File: config.mk
export PLATFORM = sky130hd
export DESIGN_NAME = bf_core_flat
export DESIGN_NICKNAME = d
export VERILOG_FILES = /design/src/rtl/bf_pkg.sv /design/src/rtl/bf_core_if.sv /design/src/rtl/bf_loop_stack.sv /design/src/rtl/bf_core.sv /design/src/flat_wrapper.sv
export SDC_FILE = /design/constraint.sdc
export NUM_CORES = 1
export LEC_CHECK = 0
export ABC_AREA = 1
export ABC_CLOCK_PERIOD_IN_PS = 2900
export BUFFER_PORTS_ARGS = -buffer_cell sky130_fd_sc_hd__buf_2
export CAP_MARGIN = 20
export CORE_MARGIN = 10
export CORE_UTILIZATION = 30
export CTS_CLUSTER_SIZE = 28
export DETAILED_ROUTE_END_ITERATION = 6
export MAX_ROUTING_LAYER = met4
export SLEW_MARGIN = 20
export SYNTH_ARGS = -nofsm -noshare
export SYNTH_HDL_FRONTEND = slang
export SYNTH_HIERARCHICAL = 1
export SYNTH_SLANG_ARGS = --single-unit
File: constraint.sdc
create_clock -name clk -period 2.9 [get_ports clk]
set_input_delay 0.58 -clock clk [delete_from_list [all_inputs] [get_ports clk]]
set_output_delay 0.58 -clock clk [all_outputs]
set_load 0.005 [all_outputs]
File: src/rtl/bf_pkg.sv
// Shared opcode bytes, FSM state encoding and fault codes for the bf_core execution core.

package bf_pkg;

    localparam logic [7:0] OpNul   = 8'h00;
    localparam logic [7:0] OpRight = 8'h3E;  // >
    localparam logic [7:0] OpLeft  = 8'h3C;  // <
    localparam logic [7:0] OpInc   = 8'h2B;  // +
    localparam logic [7:0] OpDec   = 8'h2D;  // -
    localparam logic [7:0] OpOut   = 8'h2E;  // .
    localparam logic [7:0] OpIn    = 8'h2C;  // ,
    localparam logic [7:0] OpOpen  = 8'h5B;  // [
    localparam logic [7:0] OpClose = 8'h5D;  // ]

    typedef enum logic [2:0] {
        StIdle,
        StFetch,
        StDecode,
        StExec,
        StOut,
        StIn,
        StSkip,
        StHalt
    } state_e;

    localparam logic [2:0] ExcNone       = 3'd0;
    localparam logic [2:0] ExcPtrUnder   = 3'd1;
    localparam logic [2:0] ExcPtrOver    = 3'd2;
    localparam logic [2:0] ExcStackOver  = 3'd3;
    localparam logic [2:0] ExcStackUnder = 3'd4;
    localparam logic [2:0] ExcUnmatched  = 3'd5;
    localparam logic [2:0] ExcPcOver     = 3'd6;

endpackage

File: src/rtl/bf_core_if.sv
// Memory and stdin/stdout bundle of bf_core; master is the core, slave is the RAM/UART side.

interface bf_core_if #(
    parameter int unsigned PROG_ADDR_WIDTH  = 8,
    parameter int unsigned DATA_ADDR_WIDTH  = 8,
    parameter int unsigned DATA_VALUE_WIDTH = 8
);
    logic [PROG_ADDR_WIDTH-1:0]  prog_addr;
    logic                        prog_ren;
    logic [7:0]                  prog_rval;
    logic [DATA_ADDR_WIDTH-1:0]  data_addr;
    logic                        data_ren;
    logic                        data_wen;
    logic [DATA_VALUE_WIDTH-1:0] data_wval;
    logic [DATA_VALUE_WIDTH-1:0] data_rval;
    logic [7:0]                  in_data;
    logic                        in_valid;
    logic                        in_ready;
    logic [7:0]                  out_data;
    logic                        out_valid;
    logic                        out_ready;

    modport master (
        output prog_addr, prog_ren, input prog_rval,
        output data_addr, data_ren, data_wen, data_wval, input data_rval,
        input in_data, in_valid, output in_ready,
        output out_data, out_valid, input out_ready
    );

    modport slave (
        input prog_addr, prog_ren, output prog_rval,
        input data_addr, data_ren, data_wen, data_wval, output data_rval,
        output in_data, in_valid, input in_ready,
        input out_data, out_valid, output out_ready
    );
endinterface

File: src/rtl/bf_loop_stack.sv
// LIFO of loop return addresses; push/pop are ignored when full/empty respectively.

module bf_loop_stack #(
    parameter int unsigned DEPTH = 8,
    parameter int unsigned WIDTH = 8
) (
    input  logic             clk,
    input  logic             reset,
    input  logic             push,
    input  logic             pop,
    input  logic [WIDTH-1:0] push_data,
    output logic [WIDTH-1:0] top,
    output logic             full,
    output logic             empty
);
    localparam int unsigned CntWidth = $clog2(DEPTH + 1);
    localparam int unsigned IdxWidth = (DEPTH > 1) ? $clog2(DEPTH) : 1;

    logic [CntWidth-1:0] count_q, count_d;
    logic [WIDTH-1:0]    mem_q [DEPTH];
    logic [IdxWidth-1:0] top_idx;

    assign full    = (count_q == CntWidth'(DEPTH));
    assign empty   = (count_q == '0);
    assign top_idx = IdxWidth'(count_q - CntWidth'(1));
    assign top     = empty ? '0 : mem_q[top_idx];

    always_comb begin
        count_d = count_q;
        if (push && !full) begin
            count_d = count_q + CntWidth'(1);
        end else if (pop && !empty) begin
            count_d = count_q - CntWidth'(1);
        end
    end

    always_ff @(posedge clk or posedge reset) begin
        if (reset) begin
            count_q <= '0;
        end else begin
            count_q <= count_d;
        end
    end

    always_ff @(posedge clk) begin
        if (push && !full) begin
            mem_q[IdxWidth'(count_q)] <= push_data;
        end
    end
endmodule

File: src/rtl/bf_core.sv
// Brainfuck execution core: FSM, pc and data pointer. Define BF_CELL_WRAP_EN to make the
// data pointer wrap instead of faulting at either end.

module bf_core import bf_pkg::*; #(
    parameter int unsigned PROG_ADDR_WIDTH  = 8,
    parameter int unsigned DATA_ADDR_WIDTH  = 8,
    parameter int unsigned DATA_VALUE_WIDTH = 8,
    parameter int unsigned STACK_DEPTH      = 8
) (
    input  logic              clk,
    input  logic              reset,
    input  logic              en,
    bf_core_if.master         bus,
    output logic              halted,
    output logic              exception,
    output logic [2:0]        exc_code
);
    state_e                      state_q, state_d;
    logic [PROG_ADDR_WIDTH-1:0]  pc_q, pc_d;
    logic [DATA_ADDR_WIDTH-1:0]  ptr_q, ptr_d;
    logic [7:0]                  op_q, op_d;
    logic [PROG_ADDR_WIDTH-1:0]  depth_q, depth_d;
    logic                        skip_phase_q, skip_phase_d;
    logic [7:0]                  out_data_q, out_data_d;
    logic                        exception_q, exception_d;
    logic [2:0]                  exc_code_q, exc_code_d;

    logic                        prog_ren, data_ren, data_wen, in_ready;
    logic [DATA_VALUE_WIDTH-1:0] data_wval;
    logic                        push, pop, stack_full, stack_empty;
    logic [PROG_ADDR_WIDTH-1:0]  stack_top;
    logic                        pc_max, cell_zero;

    assign pc_max    = (pc_q == '1);
    assign cell_zero = (bus.data_rval == '0);

    bf_loop_stack #(
        .DEPTH (STACK_DEPTH),
        .WIDTH (PROG_ADDR_WIDTH)
    ) u_stack (
        .clk       (clk),
        .reset     (reset),
        .push      (push && en),
        .pop       (pop && en),
        .push_data (pc_q),
        .top       (stack_top),
        .full      (stack_full),
        .empty     (stack_empty)
    );

    always_comb begin
        state_d      = state_q;
        pc_d         = pc_q;
        ptr_d        = ptr_q;
        op_d         = op_q;
        depth_d      = depth_q;
        skip_phase_d = skip_phase_q;
        out_data_d   = out_data_q;
        exception_d  = exception_q;
        exc_code_d   = exc_code_q;
        prog_ren     = 1'b0;
        data_ren     = 1'b0;
        data_wen     = 1'b0;
        data_wval    = '0;
        in_ready     = 1'b0;
        push         = 1'b0;
        pop          = 1'b0;

        unique case (state_q)
            StIdle: state_d = StFetch;
            StFetch: begin
                prog_ren = 1'b1;
                state_d  = StDecode;
            end
            StDecode: begin
                op_d = bus.prog_rval;
                if (bus.prog_rval == OpNul) begin
                    state_d = StHalt;
                end else if (pc_max) begin
                    state_d     = StHalt;
                    exception_d = 1'b1;
                    exc_code_d  = ExcPcOver;
                end else begin
                    pc_d    = pc_q + PROG_ADDR_WIDTH'(1);
                    state_d = StFetch;
                    case (bus.prog_rval)
                        OpRight: begin
`ifdef BF_CELL_WRAP_EN
                            ptr_d = ptr_q + DATA_ADDR_WIDTH'(1);
`else
                            if (ptr_q == '1) begin
                                pc_d        = pc_q;
                                state_d     = StHalt;
                                exception_d = 1'b1;
                                exc_code_d  = ExcPtrOver;
                            end else begin
                                ptr_d = ptr_q + DATA_ADDR_WIDTH'(1);
                            end
`endif
                        end
                        OpLeft: begin
`ifdef BF_CELL_WRAP_EN
                            ptr_d = ptr_q - DATA_ADDR_WIDTH'(1);
`else
                            if (ptr_q == '0) begin
                                pc_d        = pc_q;
                                state_d     = StHalt;
                                exception_d = 1'b1;
                                exc_code_d  = ExcPtrUnder;
                            end else begin
                                ptr_d = ptr_q - DATA_ADDR_WIDTH'(1);
                            end
`endif
                        end
                        OpInc, OpDec, OpOut, OpIn, OpOpen, OpClose: begin
                            data_ren = 1'b1;
                            state_d  = StExec;
                        end
                        default: ;
                    endcase
                end
            end
            StExec: begin
                state_d = StFetch;
                case (op_q)
                    OpInc: begin
                        data_wen  = 1'b1;
                        data_wval = bus.data_rval + DATA_VALUE_WIDTH'(1);
                    end
                    OpDec: begin
                        data_wen  = 1'b1;
                        data_wval = bus.data_rval - DATA_VALUE_WIDTH'(1);
                    end
                    OpOut: begin
                        out_data_d = 8'(bus.data_rval);
                        state_d    = StOut;
                    end
                    OpIn: state_d = StIn;
                    OpOpen: begin
                        if (cell_zero) begin
                            depth_d      = PROG_ADDR_WIDTH'(1);
                            skip_phase_d = 1'b0;
                            state_d      = StSkip;
                        end else if (stack_full) begin
                            state_d     = StHalt;
                            exception_d = 1'b1;
                            exc_code_d  = ExcStackOver;
                        end else begin
                            push = 1'b1;
                        end
                    end
                    OpClose: begin
                        // A ']' with no open loop is a fault whatever the cell holds.
                        if (stack_empty) begin
                            state_d     = StHalt;
                            exception_d = 1'b1;
                            exc_code_d  = ExcStackUnder;
                        end else if (cell_zero) begin
                            pop = 1'b1;
                        end else begin
                            pc_d = stack_top;
                        end
                    end
                    default: ;
                endcase
            end
            StOut: begin
                if (bus.out_ready) state_d = StFetch;
            end
            StIn: begin
                in_ready = 1'b1;
                if (bus.in_valid) begin
                    data_wen  = 1'b1;
                    data_wval = DATA_VALUE_WIDTH'(bus.in_data);
                    state_d   = StFetch;
                end
            end
            StSkip: begin
                // Phase 0 fetches, phase 1 inspects the fetched byte.
                if (!skip_phase_q) begin
                    prog_ren     = 1'b1;
                    skip_phase_d = 1'b1;
                end else begin
                    skip_phase_d = 1'b0;
                    if (bus.prog_rval == OpNul) begin
                        state_d     = StHalt;
                        exception_d = 1'b1;
                        exc_code_d  = ExcUnmatched;
                    end else if (pc_max) begin
                        state_d     = StHalt;
                        exception_d = 1'b1;
                        exc_code_d  = ExcPcOver;
                    end else begin
                        pc_d = pc_q + PROG_ADDR_WIDTH'(1);
                        if (bus.prog_rval == OpOpen) begin
                            depth_d = depth_q + PROG_ADDR_WIDTH'(1);
                        end else if (bus.prog_rval == OpClose) begin
                            depth_d = depth_q - PROG_ADDR_WIDTH'(1);
                            if (depth_q == PROG_ADDR_WIDTH'(1)) state_d = StFetch;
                        end
                    end
                end
            end
            StHalt: ;
            default: state_d = StHalt;
        endcase
    end

    always_ff @(posedge clk or posedge reset) begin
        if (reset) begin
            state_q      <= StIdle;
            pc_q         <= '0;
            ptr_q        <= '0;
            op_q         <= '0;
            depth_q      <= '0;
            skip_phase_q <= 1'b0;
            out_data_q   <= '0;
            exception_q  <= 1'b0;
            exc_code_q   <= '0;
        end else if (en) begin
            state_q      <= state_d;
            pc_q         <= pc_d;
            ptr_q        <= ptr_d;
            op_q         <= op_d;
            depth_q      <= depth_d;
            skip_phase_q <= skip_phase_d;
            out_data_q   <= out_data_d;
            exception_q  <= exception_d;
            exc_code_q   <= exc_code_d;
        end
    end

    assign bus.prog_addr = pc_q;
    assign bus.prog_ren  = prog_ren;
    assign bus.data_addr = ptr_q;
    assign bus.data_ren  = data_ren;
    assign bus.data_wen  = data_wen;
    assign bus.data_wval = data_wval;
    assign bus.in_ready  = in_ready;
    assign bus.out_data  = out_data_q;
    assign bus.out_valid = (state_q == StOut);
    assign halted        = (state_q == StHalt);
    assign exception     = exception_q;
    assign exc_code      = exc_code_q;
endmodule
File: src/flat_wrapper.sv
// flat-port wrapper written by rule: the top's interface ports become plain ports
module bf_core_flat import bf_pkg::*;
#(
    parameter int unsigned PROG_ADDR_WIDTH  = 8,
    parameter int unsigned DATA_ADDR_WIDTH  = 8,
    parameter int unsigned DATA_VALUE_WIDTH = 8,
    parameter int unsigned STACK_DEPTH      = 8
)
  (clk, reset, en, halted, exception, exc_code, bus_prog_addr, bus_prog_ren, bus_prog_rval, bus_data_addr, bus_data_ren, bus_data_wen, bus_data_wval, bus_data_rval, bus_in_data, bus_in_valid, bus_in_ready, bus_out_data, bus_out_valid, bus_out_ready);
  bf_core_if #(.PROG_ADDR_WIDTH(PROG_ADDR_WIDTH), .DATA_ADDR_WIDTH(DATA_ADDR_WIDTH), .DATA_VALUE_WIDTH(DATA_VALUE_WIDTH)) bus_i ();
  input  logic clk;
  input  logic reset;
  input  logic en;
  output logic halted;
  output logic exception;
  output logic [2:0] exc_code;
  output wire logic [$bits(bus_i.prog_addr)-1:0] bus_prog_addr;
  output wire logic [$bits(bus_i.prog_ren)-1:0] bus_prog_ren;
  input wire logic [$bits(bus_i.prog_rval)-1:0] bus_prog_rval;
  output wire logic [$bits(bus_i.data_addr)-1:0] bus_data_addr;
  output wire logic [$bits(bus_i.data_ren)-1:0] bus_data_ren;
  output wire logic [$bits(bus_i.data_wen)-1:0] bus_data_wen;
  output wire logic [$bits(bus_i.data_wval)-1:0] bus_data_wval;
  input wire logic [$bits(bus_i.data_rval)-1:0] bus_data_rval;
  input wire logic [$bits(bus_i.in_data)-1:0] bus_in_data;
  input wire logic [$bits(bus_i.in_valid)-1:0] bus_in_valid;
  output wire logic [$bits(bus_i.in_ready)-1:0] bus_in_ready;
  output wire logic [$bits(bus_i.out_data)-1:0] bus_out_data;
  output wire logic [$bits(bus_i.out_valid)-1:0] bus_out_valid;
  input wire logic [$bits(bus_i.out_ready)-1:0] bus_out_ready;
  assign bus_prog_addr = bus_i.prog_addr;
  assign bus_prog_ren = bus_i.prog_ren;
  assign bus_i.prog_rval = bus_prog_rval;
  assign bus_data_addr = bus_i.data_addr;
  assign bus_data_ren = bus_i.data_ren;
  assign bus_data_wen = bus_i.data_wen;
  assign bus_data_wval = bus_i.data_wval;
  assign bus_i.data_rval = bus_data_rval;
  assign bus_i.in_data = bus_in_data;
  assign bus_i.in_valid = bus_in_valid;
  assign bus_in_ready = bus_i.in_ready;
  assign bus_out_data = bus_i.out_data;
  assign bus_out_valid = bus_i.out_valid;
  assign bus_i.out_ready = bus_out_ready;
  bf_core #(.PROG_ADDR_WIDTH(PROG_ADDR_WIDTH), .DATA_ADDR_WIDTH(DATA_ADDR_WIDTH), .DATA_VALUE_WIDTH(DATA_VALUE_WIDTH), .STACK_DEPTH(STACK_DEPTH)) u_core (.clk(clk), .reset(reset), .en(en), .bus(bus_i), .halted(halted), .exception(exception), .exc_code(exc_code));
endmodule
==> impl_metrics.env, run 1 <==
export IMPL_fin_skew_ps=9.42
export IMPL_synth_top_family_by_area="simple AND/OR/NAND/NOR gates"
export IMPL_netSwitchingFraction=0.316
export IMPL_dpl_hpwl_um=13000
export IMPL_placementRows=55
export IMPL_synthesis_area_mm2=0.00698
export IMPL_synth_area_leaders="edfxtp_1, dfrtp_1, nand2_1, nor2_1, inv_1"
export IMPL_grt_setup_unrepaired="true"
export IMPL_start_util=0.307
export IMPL_p_seq_frac=0.390
export IMPL_cts_root_buf="clkbuf_16"
export IMPL_yosysWarnings=6
export IMPL_clock_power_share=0.378
export IMPL_hold_ws_ps=61.1
export IMPL_synth_commonest_cells="nand2_1, nor2_1, inv_1"
export IMPL_worstMarginPinSlew_ps=666
export IMPL_crit_cells=16
export IMPL_grt_pass1_wl_um=29500
export IMPL_cts_htree_levels=4
export IMPL_synth_nets=900
export IMPL_fin_crit_sh=0.978
export IMPL_insertion_delay_ps=410
export IMPL_synth_cells=855
export IMPL_ir_worst_vdd_mv=0.394
export IMPL_globalRouteOverflowTotal=0
export IMPL_fin_cells=1283
export IMPL_power_density_mw_per_mm2=640
export IMPL_fp_dieH_um=173
export IMPL_vias_per_cell=4.56
export IMPL_reg2reg_from="u_core/op_q[4]"
export IMPL_min_path_type="input pin to async pin"
export IMPL_cp_slowest_stage_delay_ps=390
export IMPL_synth_top_area_cell="edfxtp_1"
export IMPL_worstSetupStartpoint="u_core/op_q[6]"
export IMPL_port_buffers=70
export IMPL_drv_slew=0
export IMPL_synthAdderAreaFrac=0.0297
export IMPL_cts_hold_buf=0
export IMPL_p_int_mw=3.75
export IMPL_max_freq_ghz=0.353
export IMPL_synth_seq_cells=116
export IMPL_slew_headroom=0.556
export IMPL_vias=5851
export IMPL_grt_util_all_layers=0.125
export IMPL_synth_compound_area_share=0.0844
export IMPL_muxShareOfSynthArea=0.00860
export IMPL_cp_start_kind="register"
export IMPL_finalWirelength_um=18100
export IMPL_cp_cell_sequence="inv_2 > nand2_2 > nor2_4 > nand2_4 > inv_4 > ha_4 > inv_4 > nor2_4 > nor2_4 > nand2_1 > nand2_1 > nand2_1 > nand2_1 > nand3_1 > nand2_1 > buf_2"
export IMPL_power_mw=5.47
export IMPL_ys_seq_area_frac=0.462
export IMPL_path_class="register to output port"
export IMPL_coreArea_mm2=0.0228
export IMPL_fp_dieW_um=173
export IMPL_syn_area_per_cell_um2=8.17
export IMPL_cap_violations=0
export IMPL_die_area_mm2=0.0298
export IMPL_antenna_found_initial=0
export IMPL_slowest_stage="dfrtp_1"
export IMPL_synthArstFlopShare=0.448
export IMPL_clockBufferDepth=2
export IMPL_setup_viol=0
export IMPL_dp_cells=1239
export IMPL_yosysUniqueCellTypes=49
export IMPL_critPathCaptureType="output port"
export IMPL_grt_pass1_vias=5748
export IMPL_worstPathArrival_ps=2260
export IMPL_path_buf_inv=4
export IMPL_syn_to_final_growth_pct=22.5
export IMPL_yosysMostFrequentCell="nand2_1"
export IMPL_cts_tree="yes"
export IMPL_dr_pass1_iters=5
export IMPL_finalNetCount=1002
export IMPL_power_switching_mw=1.73
export IMPL_drive_gt1_frac=0.232
export IMPL_drc_errors=0
export IMPL_critical_path_top_delay_family="simple AND/OR/NAND/NOR gates"
export IMPL_crit_required_ps=2320
export IMPL_leakage_nw=4.03
export IMPL_cts_sinks=116
export IMPL_wl_per_cell_um=14.1
export IMPL_place_congestion=0.884
export IMPL_grt_max_degree=49
export IMPL_drt_iter0_drc=366
export IMPL_final_core_util=0.376
export IMPL_setup_tns_ps=0
export IMPL_synth_enable_flop_cells=64
export IMPL_synthXorXnorAreaFrac=0.0349
export IMPL_worstPathMaxFanout=6
export IMPL_hold_violations=0
export IMPL_cpMostUsedCell="nand2_1"
export IMPL_r2r_cells=11
export IMPL_ios=71
export IMPL_clk_pin_slew_ps=60
export IMPL_period_needed_ps=2840
export IMPL_netlist_area_leader_share=0.275
export IMPL_yosys_area_share_simple=0.301
export IMPL_antenna_cells=0
export IMPL_cts_buffers=17
export IMPL_status="complete, no violations"
export IMPL_synth_main_ff_cell="edfxtp_1"
export IMPL_comb_power_share=0.232
export IMPL_postRouteAntennaNets=0
-- power by group through the flow --
stage	clock network [mW]	registers, mW	logic (mW)
finish	2.07	2.13	1.27
global route	2.20	2.15	1.43
CTS	2.12	2.14	1.23
detailed placement	0	2.17	1.20
global placement	0	2.16	1.19
floorplan	0	2.22	0.697
-- kinds of logic (layout without fill, tap and decap cells) --
| family | Yosys count | count (layout) |
|---|---|---|
| AOI/OAI and AO/OA | 99 | 99 |
| xor gates and xnor gates | 27 | 27 |
| adders and majority gates | 16 | 16 |
| buffers and inverters | 128 | 243 |
| DFF | 116 | 116 |
| muxes | 6 | 6 |
| and+or+nand+nor | 463 | 463 |
-- cells in the final DEF (no fill, tap or decap), types with 3 or more instances in the layout --
cell / instances
nand2_1: 208
nor2_1: 117
inv_1: 87
buf_2: 70
edfxtp_1: 64
nand3_1: 59
o21ai_0: 52
dfrtp_1: 52
buf_4: 37
xor2_1: 18
clkbuf_16: 17
nand2_2: 17
nand3_2: 14
nand4_1: 14
inv_2: 12
o21ai_2: 12
ha_1: 12
o21ai_1: 11
a21oi_1: 10
nor3_1: 9
xnor2_1: 8
nor2_4: 7
inv_6: 6
mux2i_1: 6
o211ai_1: 4
clkinv_4: 3
inv_4: 3
nand2_4: 3
nor2_2: 3
ha_4: 3
-- state kept, by name, summed over array words and instances (netlist names) --
| name | count |
|---|---|
| u_core/u_stack/count_q | 4 |
| u_core/depth_q | 8 |
| u_core/bus.out_data | 8 |
| u_core/bus.prog_addr | 8 |
| u_core/bus.data_addr | 8 |
| u_core/exception | 1 |
| u_core/skip_phase_q | 1 |
| u_core/u_stack/mem_q | 64 |
| u_core/state_q | 3 |
| u_core/op_q | 8 |
| u_core/exc_code | 3 |
-- cell type report --
| cell class | instances | area [um^2] |
|---|---|---|
| Clock buffer | 19 | 433 |
| Clock inverter | 13 | 150 |
| Fill cell | 2316 | 14200 |
| Inverter | 104 | 403 |
| Multi-Input combinational cell | 611 | 3320 |
| Sequential cell | 116 | 3220 |
| Tap cell | 313 | 392 |
| Timing Repair Buffer | 107 | 628 |
-- per-stage QoR --
step,area (um^2),setup slack (ps)
finish,8550,63.9
global route,8550,-107
CTS,8390,-16.7
detailed placement,7750,197
global placement,7750,231
floorplan,6980,259
-- worst register-to-register path, cell delays in order (launching register included) --
cell	delay [ps]
dfrtp_1	350
buf_4	110
buf_4	100
nand3_1	220
nor2_4	250
nand2_2	90
nor4_1	340
nand2_2	210
inv_1	130
nand2_1	110
nor2_1	170
buf_4	160
-- path summary, 6_finish.rpt --
check	to	slack, ps
worst max-delay path	bus_data_wval[6]	60
worst min-delay path	u_core/u_stack/count_q[3]	60
worst max register to register	u_core/u_stack/mem_q[4][0]	380
worst min register to register	u_core/exception	460
max in group asynchronous	u_core/bus.prog_addr[4]	2110
min in group clk	u_core/exception	460
-- metal layers --
metal / track usage / vias up / wire length (um)
met1: 0.153 / 2747 / 8560
met3: 0.0283 / 13 / 505
li1: - / 2997 / -
met2: 0.201 / 94 / 8900
met4: 0.0359 / 0 / 184
met5: - / - / 0
-- timing repair --
action                                  CTS  global route
pin swaps                                 4            17
gates resized for setup                   7            28
endpoints found under the setup margin    5             7
hold endpoints to repair                  0             0
buffers inserted                          4             8
Note: power is estimated with default switching activity, not from simulation.
==> run 2, diff against run 1 <==
- CORE_UTILIZATION: 30 -> 55
- HOLD_SLACK_MARGIN: unset -> 0.12
- PLACE_DENSITY: unset -> 0.75
==> run 2 against run 1 <==
- critical path type unchanged
- fmax grew 0.70%
- critical endpoint unchanged
- largest cell class unchanged
- worst setup slack improved by 20 ps
- power shrank 0.76%
- core utilization grew 29 points
==> impl_metrics.env, run 2 (synthesis results as in run 1) <==
export IMPL_status="complete, no violations"
export IMPL_insertion_delay_ps=420
export IMPL_dr_pass1_iters=6
export IMPL_cp_cell_sequence="inv_2 > nand2_2 > nor2_4 > buf_6 > nand3_4 > nand2_1 > inv_1 > ha_2 > inv_2 > nand2_2 > nand3_2 > nand2_1 > nand2_1 > nand2_1 > nand2_1 > nand3_1 > nand2_1 > buf_2"
export IMPL_cts_buffers=17
export IMPL_r2r_cells=10
export IMPL_fin_crit_sh=0.971
export IMPL_cts_sinks=116
export IMPL_largest_reg_flops=64
export IMPL_period_needed_ps=2820
export IMPL_cap_violations=0
export IMPL_globalRouteOverflowTotal=0
export IMPL_leakage_nw=4.04
export IMPL_min_path_cells=3
export IMPL_hold_violations=0
export IMPL_wl_per_cell_um=15.0
export IMPL_crit_cells=18
export IMPL_place_congestion=0.957
export IMPL_vias=6006
export IMPL_setup_tns_ps=0
export IMPL_ios=71
export IMPL_final_common_cell="nand2_1"
export IMPL_hold_path_end="u_core/op_q[6]"
export IMPL_finalNetCount=1007
export IMPL_cp_slowest_stage_delay_ps=390
export IMPL_fin_cells=1147
export IMPL_drc_errors=0
export IMPL_slew_headroom=0.508
export IMPL_clk_pin_slew_ps=50
export IMPL_port_buffers=70
export IMPL_vias_per_cell=5.24
export IMPL_cts_tree="yes"
export IMPL_worst_slack_ps=83.7
export IMPL_largest_register="u_core/u_stack/mem_q"
export IMPL_drive_gt1_frac=0.227
export IMPL_worstMarginPinSlew_ps=737
export IMPL_place_ws_ps=232
export IMPL_antenna_cells=0
export IMPL_critical_path_top_delay_family="simple AND/OR/NAND/NOR gates"
export IMPL_dpl_hpwl_um=11700
export IMPL_timing_rr_end="u_core/u_stack/mem_q[4][3]"
export IMPL_setup_viol=0
export IMPL_cpMostUsedCell="nand2_1"
export IMPL_worstPathMaxFanout=3
export IMPL_min_path_type="input pin to register"
export IMPL_r2r_setup_slack_ps=420
export IMPL_die_area_mm2=0.0176
export IMPL_clockBufferDepth=2
export IMPL_grt_pass1_vias=5705
export IMPL_reg2reg_from="u_core/state_q[2]"
export IMPL_layout_common_cells="nand2_1, nor2_1, inv_1"
export IMPL_ir_worst_vdd_mv=0.382
export IMPL_antenna_found_initial=0
export IMPL_cts_root_buf="clkbuf_16"
export IMPL_cp_start_kind="register"
export IMPL_postRouteAntennaNets=0
export IMPL_crit_required_ps=2320
export IMPL_fin_skew_ps=6.45
export IMPL_start_util=0.558
export IMPL_grt_util_all_layers=0.200
export IMPL_hold_path_startpoint="bus_prog_rval[6]"
export IMPL_syn_to_final_growth_pct=19.8
export IMPL_power_density_mw_per_mm2=650
export IMPL_critPathCaptureType="output port"
export IMPL_placementRows=41
export IMPL_path_buf_inv=5
export IMPL_fp_dieW_um=133
export IMPL_cts_htree_levels=4
export IMPL_path_class="register to output port"
export IMPL_drv_slew=0
export IMPL_worstPathArrival_ps=2240
export IMPL_drt_iter0_drc=596
export IMPL_dp_cells=1097
export IMPL_coreArea_mm2=0.0125
export IMPL_max_freq_ghz=0.355
export IMPL_finalWirelength_um=17200
export IMPL_grt_max_degree=44
export IMPL_fp_dieH_um=133
export IMPL_grt_setup_unrepaired="true"
export IMPL_slowest_stage="dfrtp_1"
export IMPL_grt_pass1_wl_um=28200
[run 2: what timing repair did]
item,CTS,global route
endpoints found under the hold margin,4,0
pin swaps,3,12
endpoints found under the setup margin,3,5
setup buffers,7,10
resized for setup,7,21
hold buffers,1,0
[run 2: routing by layer]
metal	routed length [um]	global-route usage	vias to the layer above
li1	-	-	3018
met1	8120	0.269	2786
met2	7740	0.292	181
met3	1020	0.0416	21
met4	293	0.0721	0
met5	0	-	-
[run 2: layout make-up]
cell class,instances,area (um^2)
Sequential cell,116,3230
Timing Repair Buffer,112,676
Clock inverter,14,136
Multi-Input combinational cell,611,3280
Clock buffer,18,429
Inverter,104,403
Tap cell,172,215
Fill cell,1068,4150
[run 2: worst max-delay path by stage]
stage                                          from                         end  slack (ps)
after detailed placement           bus_prog_rval[7]     u_core/bus.data_addr[6]         230
after global routing                 u_core/op_q[4]            bus_data_wval[6]         -70
after global placement             bus_prog_rval[7]     u_core/bus.data_addr[6]         280
final                                u_core/op_q[6]            bus_data_wval[6]          80
after floorplan           u_core/u_stack/count_q[0]  u_core/u_stack/mem_q[1][0]         260
after CTS                            u_core/op_q[4]            bus_data_wval[6]           8
[run 2: worst min-delay path, stage by stage]
cell and delay, ps:
buf_2 100, nor2_1 40, a21oi_1 100
[run 2: power by group]
group / internal, mW / switching, mW
Combinational: 0.478 / 0.788
Sequential: 2.00 / 0.156
Clock: 1.25 / 0.752
Total: 3.74 / 1.70
[run 2: through the flow]
| step | power (mW) | hold WS, ps | area [um^2] | utilization |
|---|---|---|---|---|
| 6_report | 5.43 | 451 | 8360 | 0.668 |
| 3_5_place_dp | 3.33 | 449 | 7570 | 0.605 |
| 2_1_floorplan | 2.92 | 346 | 6980 | - |
| 5_1_grt | 5.70 | 454 | 8360 | 0.668 |
| 3_3_place_gp | 3.30 | 447 | 7570 | 0.605 |
| 4_1_cts | 5.38 | 442 | 8230 | 0.657 |
